`config.mk`:
```
export PLATFORM = sky130hd
export DESIGN_NAME = add_pipe
export DESIGN_NICKNAME = d
export VERILOG_FILES = /design/src/rtl/add_pipe.sv
export SDC_FILE = /design/constraint.sdc
export NUM_CORES = 1
export LEC_CHECK = 0
export CAP_MARGIN = 20
export CORE_ASPECT_RATIO = 1.75
export CORE_MARGIN = 2
export CORE_UTILIZATION = 40
export DETAILED_ROUTE_END_ITERATION = 10
export MAX_ROUTING_LAYER = met4
export PLACE_DENSITY = 0.67
export REMOVE_ABC_BUFFERS = 1
export SYNTH_ARGS = -nofsm -noshare
export SYNTH_HDL_FRONTEND = slang
export SYNTH_SLANG_ARGS = --single-unit
```
`constraint.sdc`:
```
create_clock -name clk -period 3.1 [get_ports clk]
set_input_delay 0.62 -clock clk [delete_from_list [all_inputs] [get_ports clk]]
set_output_delay 0.62 -clock clk [all_outputs]
set_load 0.01 [all_outputs]
```
`src/rtl/add_pipe.sv`:
```
// Pipelined two's-complement adder/subtractor: WIDTH/CHUNK ripple segments, one
// register stage each, with a global valid/ready advance that stalls all stages together.
module add_pipe #(
  parameter int WIDTH = 16,
  parameter int CHUNK = 4
) (
  input  logic             clk,
  input  logic             reset,
  input  logic             in_valid,
  output logic             in_ready,
  input  logic [WIDTH-1:0] a,
  input  logic [WIDTH-1:0] b,
  input  logic             sub,
  output logic             out_valid,
  input  logic             out_ready,
  output logic [WIDTH-1:0] sum,
  output logic             carry,
  output logic             overflow,
  output logic             zero,
  output logic             negative
);

  localparam int STAGES = WIDTH / CHUNK;
  localparam int LAST   = STAGES - 1;

  // Handshake: a transfer happens on either side when valid && ready at a rising edge.
  // adv = !out_valid || out_ready moves every stage at once; in_ready mirrors adv.

  // Per-stage registers: operand skew (a_q, b_q), partial sum with deskewed low chunks
  // (s_q), ripple carry out of the stage's chunk (c_q) and the stage valid bit (v_q).
  logic [WIDTH-1:0] a_q [STAGES];
  logic [WIDTH-1:0] b_q [STAGES];
  logic [WIDTH-1:0] s_q [STAGES];
  logic             c_q [STAGES];
  logic             v_q [STAGES];

  logic [WIDTH-1:0] a_d [STAGES];
  logic [WIDTH-1:0] b_d [STAGES];
  logic [WIDTH-1:0] s_d [STAGES];
  logic             c_d [STAGES];
  logic             v_d [STAGES];

  // Operands and carry-in seen by each stage's adder segment.
  logic [WIDTH-1:0] op_a  [STAGES];
  logic [WIDTH-1:0] op_b  [STAGES];
  logic             cin   [STAGES];
  logic [CHUNK:0]   chunk [STAGES];

  logic ovf_q, zero_q, neg_q;
  logic ovf_d, zero_d, neg_d;
  logic adv;

  always_comb begin
    adv     = !v_q[LAST] || out_ready;
    op_a[0] = a;
    op_b[0] = sub ? ~b : b;
    cin[0]  = sub;
    s_d[0]  = '0;
    v_d[0]  = in_valid;
    for (int k = 1; k < STAGES; k++) begin
      op_a[k] = a_q[k-1];
      op_b[k] = b_q[k-1];
      cin[k]  = c_q[k-1];
      s_d[k]  = s_q[k-1];
      v_d[k]  = v_q[k-1];
    end
    for (int k = 0; k < STAGES; k++) begin
      chunk[k] = {1'b0, op_a[k][k*CHUNK +: CHUNK]} + {1'b0, op_b[k][k*CHUNK +: CHUNK]}
               + {{CHUNK{1'b0}}, cin[k]};
      s_d[k][k*CHUNK +: CHUNK] = chunk[k][CHUNK-1:0];
      c_d[k] = chunk[k][CHUNK];
      a_d[k] = op_a[k];
      b_d[k] = op_b[k];
    end
    // Carry into the MSB is recovered from the MSB sum bit and its two operand bits.
    ovf_d  = c_d[LAST] ^ (op_a[LAST][WIDTH-1] ^ op_b[LAST][WIDTH-1] ^ s_d[LAST][WIDTH-1]);
    zero_d = (s_d[LAST] == '0);
    neg_d  = s_d[LAST][WIDTH-1];
  end

  always_ff @(posedge clk) begin
    if (reset) begin
      for (int k = 0; k < STAGES; k++) begin
        a_q[k] <= '0;
        b_q[k] <= '0;
        s_q[k] <= '0;
        c_q[k] <= 1'b0;
        v_q[k] <= 1'b0;
      end
      ovf_q  <= 1'b0;
      zero_q <= 1'b0;
      neg_q  <= 1'b0;
    end else if (adv) begin
      for (int k = 0; k < STAGES; k++) begin
        a_q[k] <= a_d[k];
        b_q[k] <= b_d[k];
        s_q[k] <= s_d[k];
        c_q[k] <= c_d[k];
        v_q[k] <= v_d[k];
      end
      ovf_q  <= ovf_d;
      zero_q <= zero_d;
      neg_q  <= neg_d;
    end
  end

  assign in_ready  = adv;
  assign out_valid = v_q[LAST];
  assign sum       = s_q[LAST];
  assign carry     = c_q[LAST];
  assign overflow  = ovf_q;
  assign zero      = zero_q;
  assign negative  = neg_q;

endmodule
```
==> reports/summary.txt, run 1 <==
hold path cells = 1
slew of the pin with the lowest slew margin = 0.441 ns
hold path startpoint = b_q[0][10]
CP required = 2.48 ns
number of global-route vias before repair = 2105
crit path cell chain = clkdlybuf4s50_1 -> nand2b_1 -> clkdlybuf4s50_1
crit-path max FO = 8
post-DR vias/cell = 4.55
DP Cell Count = 473
FMAX = 0.394 GHz
hpwl dp = 4.03 mm
crit path DAT = 1.92 ns
DP Worst Slack = 0.524 ns
placed cell areas = 5080 um2
Num CTS Buffers = 9
crit-path max cell delay = 0.59 ns
Worst setup EP type = primary output
CP Launch Type = input pin
CP top delay family = buffers and inverters
hold buffers post-CTS = 0
VDD IR-drop max = 0.283 mV
Pre-antenna DRT Iters = 4
DIE WIDTH = 82.6 um
die area = 11700 um2
critical path class = input pin to primary output
routed wire length = 5.82 mm
Synth Area in Adders = 6.72%
cell count after synthesis = 293
PnR worst setup slack = 0.562 ns
CTS sink count = 99
Fin Hold WS = 0.508 ns
Critical path buffers and inverters = 2
global placer's final weighted congestion = 0.754
Setup-failing EPs final = 0
slew margin rel. = 70.6%
most used cell, CP = clkdlybuf4s50_1
initial antenna violation count = 0
largest area contributor in the netlist = edfxtp_1
Final Cell Area = 5330 um2
CTS Root Buffer Type = clkbuf_16
status = finished clean
area grow syn2layout = 23.5%
final worst path period share = 81.9%
Internal Power = 2.27 mW
reg2reg start = a_q[0][44]
n_diodes = 0
sequential fraction of the synthesis area = 68.1%
DR WL/cell = 11.9 um
switch share = 20.1%
remaining antenna violation count = 0
Critical Path Stages = 3
ranking of synthesized cells by area = edfxtp_1 (67%), and2_1 (10%), ha_1 (3.5%)
Chip Height = 141 um
initial DRC count = 79
yosys warns = 0
CTS tree = done
H-tree levels = 3
mux contribution to synthesized area = 0.348%
Worst-Skew Late Latency = 0.34 ns
Hold Vio Cnt, Final = 0
nets@finish = 410
post-synthesis register bit count = 99
commonest non-fill, non-tap cell in the layout = edfxtp_1
Hold Path Sink = b_q[0][26]
clock share of power = 33.6%
post-synth top area share = 66.7%
Seq pwr share = 56.3%
largest net degree at the start of global routing = 40
non-filler instance count after layout = 489
RSZ-0062 raised after global routing = false
Netlist cell types = 28
R2R cell count = 6
Max Cap Viol = 0
CORE AREA = 10600 um2
Avg Cell Area, Syn = 14.7 um2
HP Class = register to register
largest family of logic cells by synthesized area = simple AND/OR/NAND/NOR gates
power per cell area = 532 nW/um2
FF-to-FF setup slack = 0.90 ns
Residual DRC = 0
slowest CP cell = clkdlybuf4s50_1
Final min period = 2.54 ns
post-CTS sizing = 0
post-synthesis compound-gate area fraction = 3.10%
Logic pwr share = 10.1%
Post-CTS Setup Bufs = 0
Initial Util = 40.6%
Worst Skew = 0.00743 ns
share of layout cells above drive strength 1 = 5.57%
Syn Std Cell Area = 4320 um2
Slew Limit Fails = 0
GR Overflow Total = 0
Filler cells = 944
most frequent cells in the layout = edfxtp_1 (96), and2_1 (70), clkdlybuf4s50_1 (58)
Synth Area in Simple Gates = 14.6%
setup TNS = 0 ns
cell leakage power = 2.17 nW
Psw = 0.571 mW
all-layer global routing usage = 11.7%
vias = 2223
post-synthesis xor/xnor area fraction = 4.66%
R2R Path End = overflow
std cell rows = 50
first-pass GRT wire length = 9.58 mm
PortBufs = 58
Reg clk slew, reported paths = 0.06 ns
clock buffer depth = 2
I/O pin cnt = 59
[per-stage QoR]
step | power [mW] | util (%)
after floorplan | 1.78 | -
after CTS | 2.88 | 50.2
final | 2.84 | 50.2
after global placement | 1.91 | 47.8
after global routing | 2.97 | 50.2
after detailed placement | 1.92 | 47.8
[cell type report]
class | instances | area, um2 | area share, %
Clock inverter | 5 | 20.0 | 0.375
Inverter | 8 | 30.0 | 0.563
Timing Repair Buffer | 64 | 663 | 12.4
Multi-Input combinational cell | 172 | 1280 | 24.0
Clock buffer | 11 | 233 | 4.36
Sequential cell | 99 | 2940 | 55.2
Tap cell | 130 | 163 | 3.05
[registers in the layout (all words and copies together), names as in the netlist]
name / flops
s_q: 40
a_q: 24
b_q: 24
c_q: 4
v_q: 4
negative: 1
overflow: 1
zero: 1
[kinds of logic (layout without fill, tap and decap cells)]
group,after synthesis,in the layout
AND/OR/NAND/NOR,110,110
flip-flops,99,99
XOR/XNOR,23,23
buffers and inverters,22,88
adder cells (fa/ha/maj),19,19
AO/OA/AOI/OAI,19,19
multiplexers,1,1
[synthesized netlist by cell type (all sizes together)]
cell and number:
xor2 6, and4 1, xnor2 17, inv 8, nor2b 5, a31oi 1, nand2b 3, o21ai 2
ha 12, or4 1, a211oi 1, edfxtp 96, o22ai 1, nor4 2, fa 7, nor3 3
mux2 1, nor2 23, a21oi 7, a31o 1, buf 7, or2 1, dfxtp 3, a21o 6
clkbuf 7, nor3b 1, and2 70
[routing by layer]
metal	vias to the layer above	global-route usage [%]	share of wire, %
li1	1133	-	-
met1	1017	11.9	37
met2	60	19.1	55
met3	13	3.24	4.6
met4	0	7.77	3.5
met5	-	-	0
[worst max-delay path by stage]
| stage | slack, ns | endpoint | start |
|---|---|---|---|
| floorplan | 0.11 | zero | out_ready |
| global placement | 0.58 | c_q[0] | b[0] |
| detailed placement | 0.52 | s_q[0][3] | sub |
| CTS | 0.55 | in_ready | out_ready |
| global route | 0.50 | in_ready | out_ready |
| finish | 0.56 | in_ready | out_ready |
[power by group through the flow]
stage	Combinational (mW)	Sequential (mW)	Clock (mW)
after global routing	0.322	1.61	1.04
final	0.285	1.60	0.954
after global placement	0.283	1.62	0
after detailed placement	0.292	1.63	0
after floorplan	0.153	1.63	0
after CTS	0.292	1.60	0.985
Note: power is estimated with default switching activity, not from simulation.
==> run 2, diff against run 1 <==
==> constraint.sdc (replaced) <==
create_clock -name clk -period 2.4 [get_ports clk]
set_input_delay 0.48 -clock clk [delete_from_list [all_inputs] [get_ports clk]]
set_output_delay 0.48 -clock clk [all_outputs]
set_load 0.01 [all_outputs]
==> run 2 against run 1 <==
Utilization grew 0.58 points. Design area grew 1.1%. Sequential share of layout area shrank 0.63 points. Final cell count grew 1.0%.
==> reports/summary.txt, run 2 (same netlist as run 1, synthesis figures left out) <==
remaining antenna violation count = 0
global placer's final weighted congestion = 0.780
non-filler instance count after layout = 494
commonest non-fill, non-tap cell in the layout = edfxtp_1
Internal Power = 2.94 mW
Num CTS Buffers = 9
Fin Hold WS = 0.504 ns
Seq pwr share = 55.6%
DIE WIDTH = 82.6 um
first-pass GRT wire length = 9.48 mm
hold path startpoint = overflow
post-CTS sizing = 0
DP Cell Count = 479
RSZ-0062 raised after global routing = false
crit-path max FO = 2
Slew Limit Fails = 0
hold buffers post-CTS = 0
switch share = 20.8%
Pre-antenna DRT Iters = 4
crit-path max cell delay = 0.50 ns
Worst Skew = 0.00457 ns
max reg flops = 40
H-tree levels = 3
CTS sink count = 99
routed wire length = 5.66 mm
cell leakage power = 2.19 nW
PortBufs = 58
Max Cap Viol = 0
slew margin rel. = 78.7%
Worst-Skew Late Latency = 0.34 ns
largest net degree at the start of global routing = 28
slew of the pin with the lowest slew margin = 0.319 ns
CP Launch Type = register
DR WL/cell = 11.5 um
highest routed layer = met4
met1 wire length = 1.94 mm
post-DR vias/cell = 4.53
hold path cells = 2
nets@finish = 416
Residual DRC = 0
GR Overflow Total = 0
total chip power = 3.71 mW
CTS Root Buffer Type = clkbuf_16
share of layout cells above drive strength 1 = 8.24%
largest registers = s_q (40), a_q (24), b_q (24)
PnR worst setup slack = 0.251 ns
reg2reg start = a_q[0][44]
Setup-failing EPs final = 0
Initial Util = 40.6%
met2 routed WL = 3.31 mm
CP top delay family = adder cells
R2R cell count = 6
status = finished clean
Critical Path Source = a_q[0][44]
initial antenna violation count = 0
most used cell, CP = fa_1
most frequent cells in the layout = edfxtp_1 (96), and2_1 (70), clkdlybuf4s50_1 (58)
critical path class = register to register
Chip Height = 141 um
vias = 2240
Critical path buffers and inverters = 0
CTS tree = done
crit path DAT = 2.40 ns
n_diodes = 0
CP required = 2.65 ns
clock buffer depth = 2
Psw = 0.773 mW
Largest Register = s_q
die area = 11700 um2
initial DRC count = 99
HP Class = register to register
DP Worst Slack = 0.0117 ns
final worst path period share = 89.6%
Finished Core Util = 50.7%
wire length on met3 = 250 um
FMAX = 0.465 GHz
clock share of power = 34.5%
Hold Vio Cnt, Final = 0
area grow syn2layout = 24.9%
crit path cell chain = fa_1 -> fa_1 -> a21o_1 -> a21oi_1 -> xnor2_1 -> a211oi_1
number of global-route vias before repair = 2192
Reg clk slew, reported paths = 0.06 ns
hpwl dp = 4.08 mm
I/O pin cnt = 59
slowest CP cell = fa_1
VDD IR-drop max = 0.372 mV
power per cell area = 688 nW/um2
Logic pwr share = 10.0%
Final min period = 2.15 ns
CORE AREA = 10600 um2
Worst setup EP type = register
Critical Path Stages = 6
all-layer global routing usage = 11.3%
std cell rows = 50
Post-CTS Setup Bufs = 0
run 2: per-layer routing:
metal,GRT usage [%],vias to the layer above
li1,-,1141
met1,10.6,1033
met2,19.4,55
met3,3.50,11
met4,6.90,0
met5,-,-
run 2: worst paths after layout:
kind,to,slack [ns]
hold / removal,overflow,0.50
setup reg to reg,overflow,0.25
hold reg to reg,overflow,0.50
setup / recovery,overflow,0.25
run 2: cell type report:
class                   instances  area, um2
fillers                       951       5240
clock buffers                   9        225
inverters                       8       30.0
well taps                     130        163
repair buffers                 70        708
multi-input cells             172       1280
clock inverters                 6       43.8
flip-flops and latches         99       2940
run 2: metrics by stage:
step | cell area (um2) | TNS (ns)
detailed placement | 5130 | 0
CTS | 5400 | 0
global placement | 5130 | 0
finish | 5400 | 0
global route | 5400 | 0
floorplan | 4250 | -20.52
run 2: worst min-delay path: stages (launching register included):
cell and delay [ns]:
dfxtp_1 0.31, nor2_1 0.10, a211oi_1 0.05
run 2: power by group through the flow:
stage | combinational [mW] | clock (mW) | sequential (mW)
after floorplan | 0.197 | 0 | 2.10
after global placement | 0.367 | 0 | 2.10
after detailed placement | 0.376 | 0 | 2.10
after CTS | 0.379 | 1.32 | 2.06
after global routing | 0.416 | 1.39 | 2.07
final | 0.370 | 1.28 | 2.06
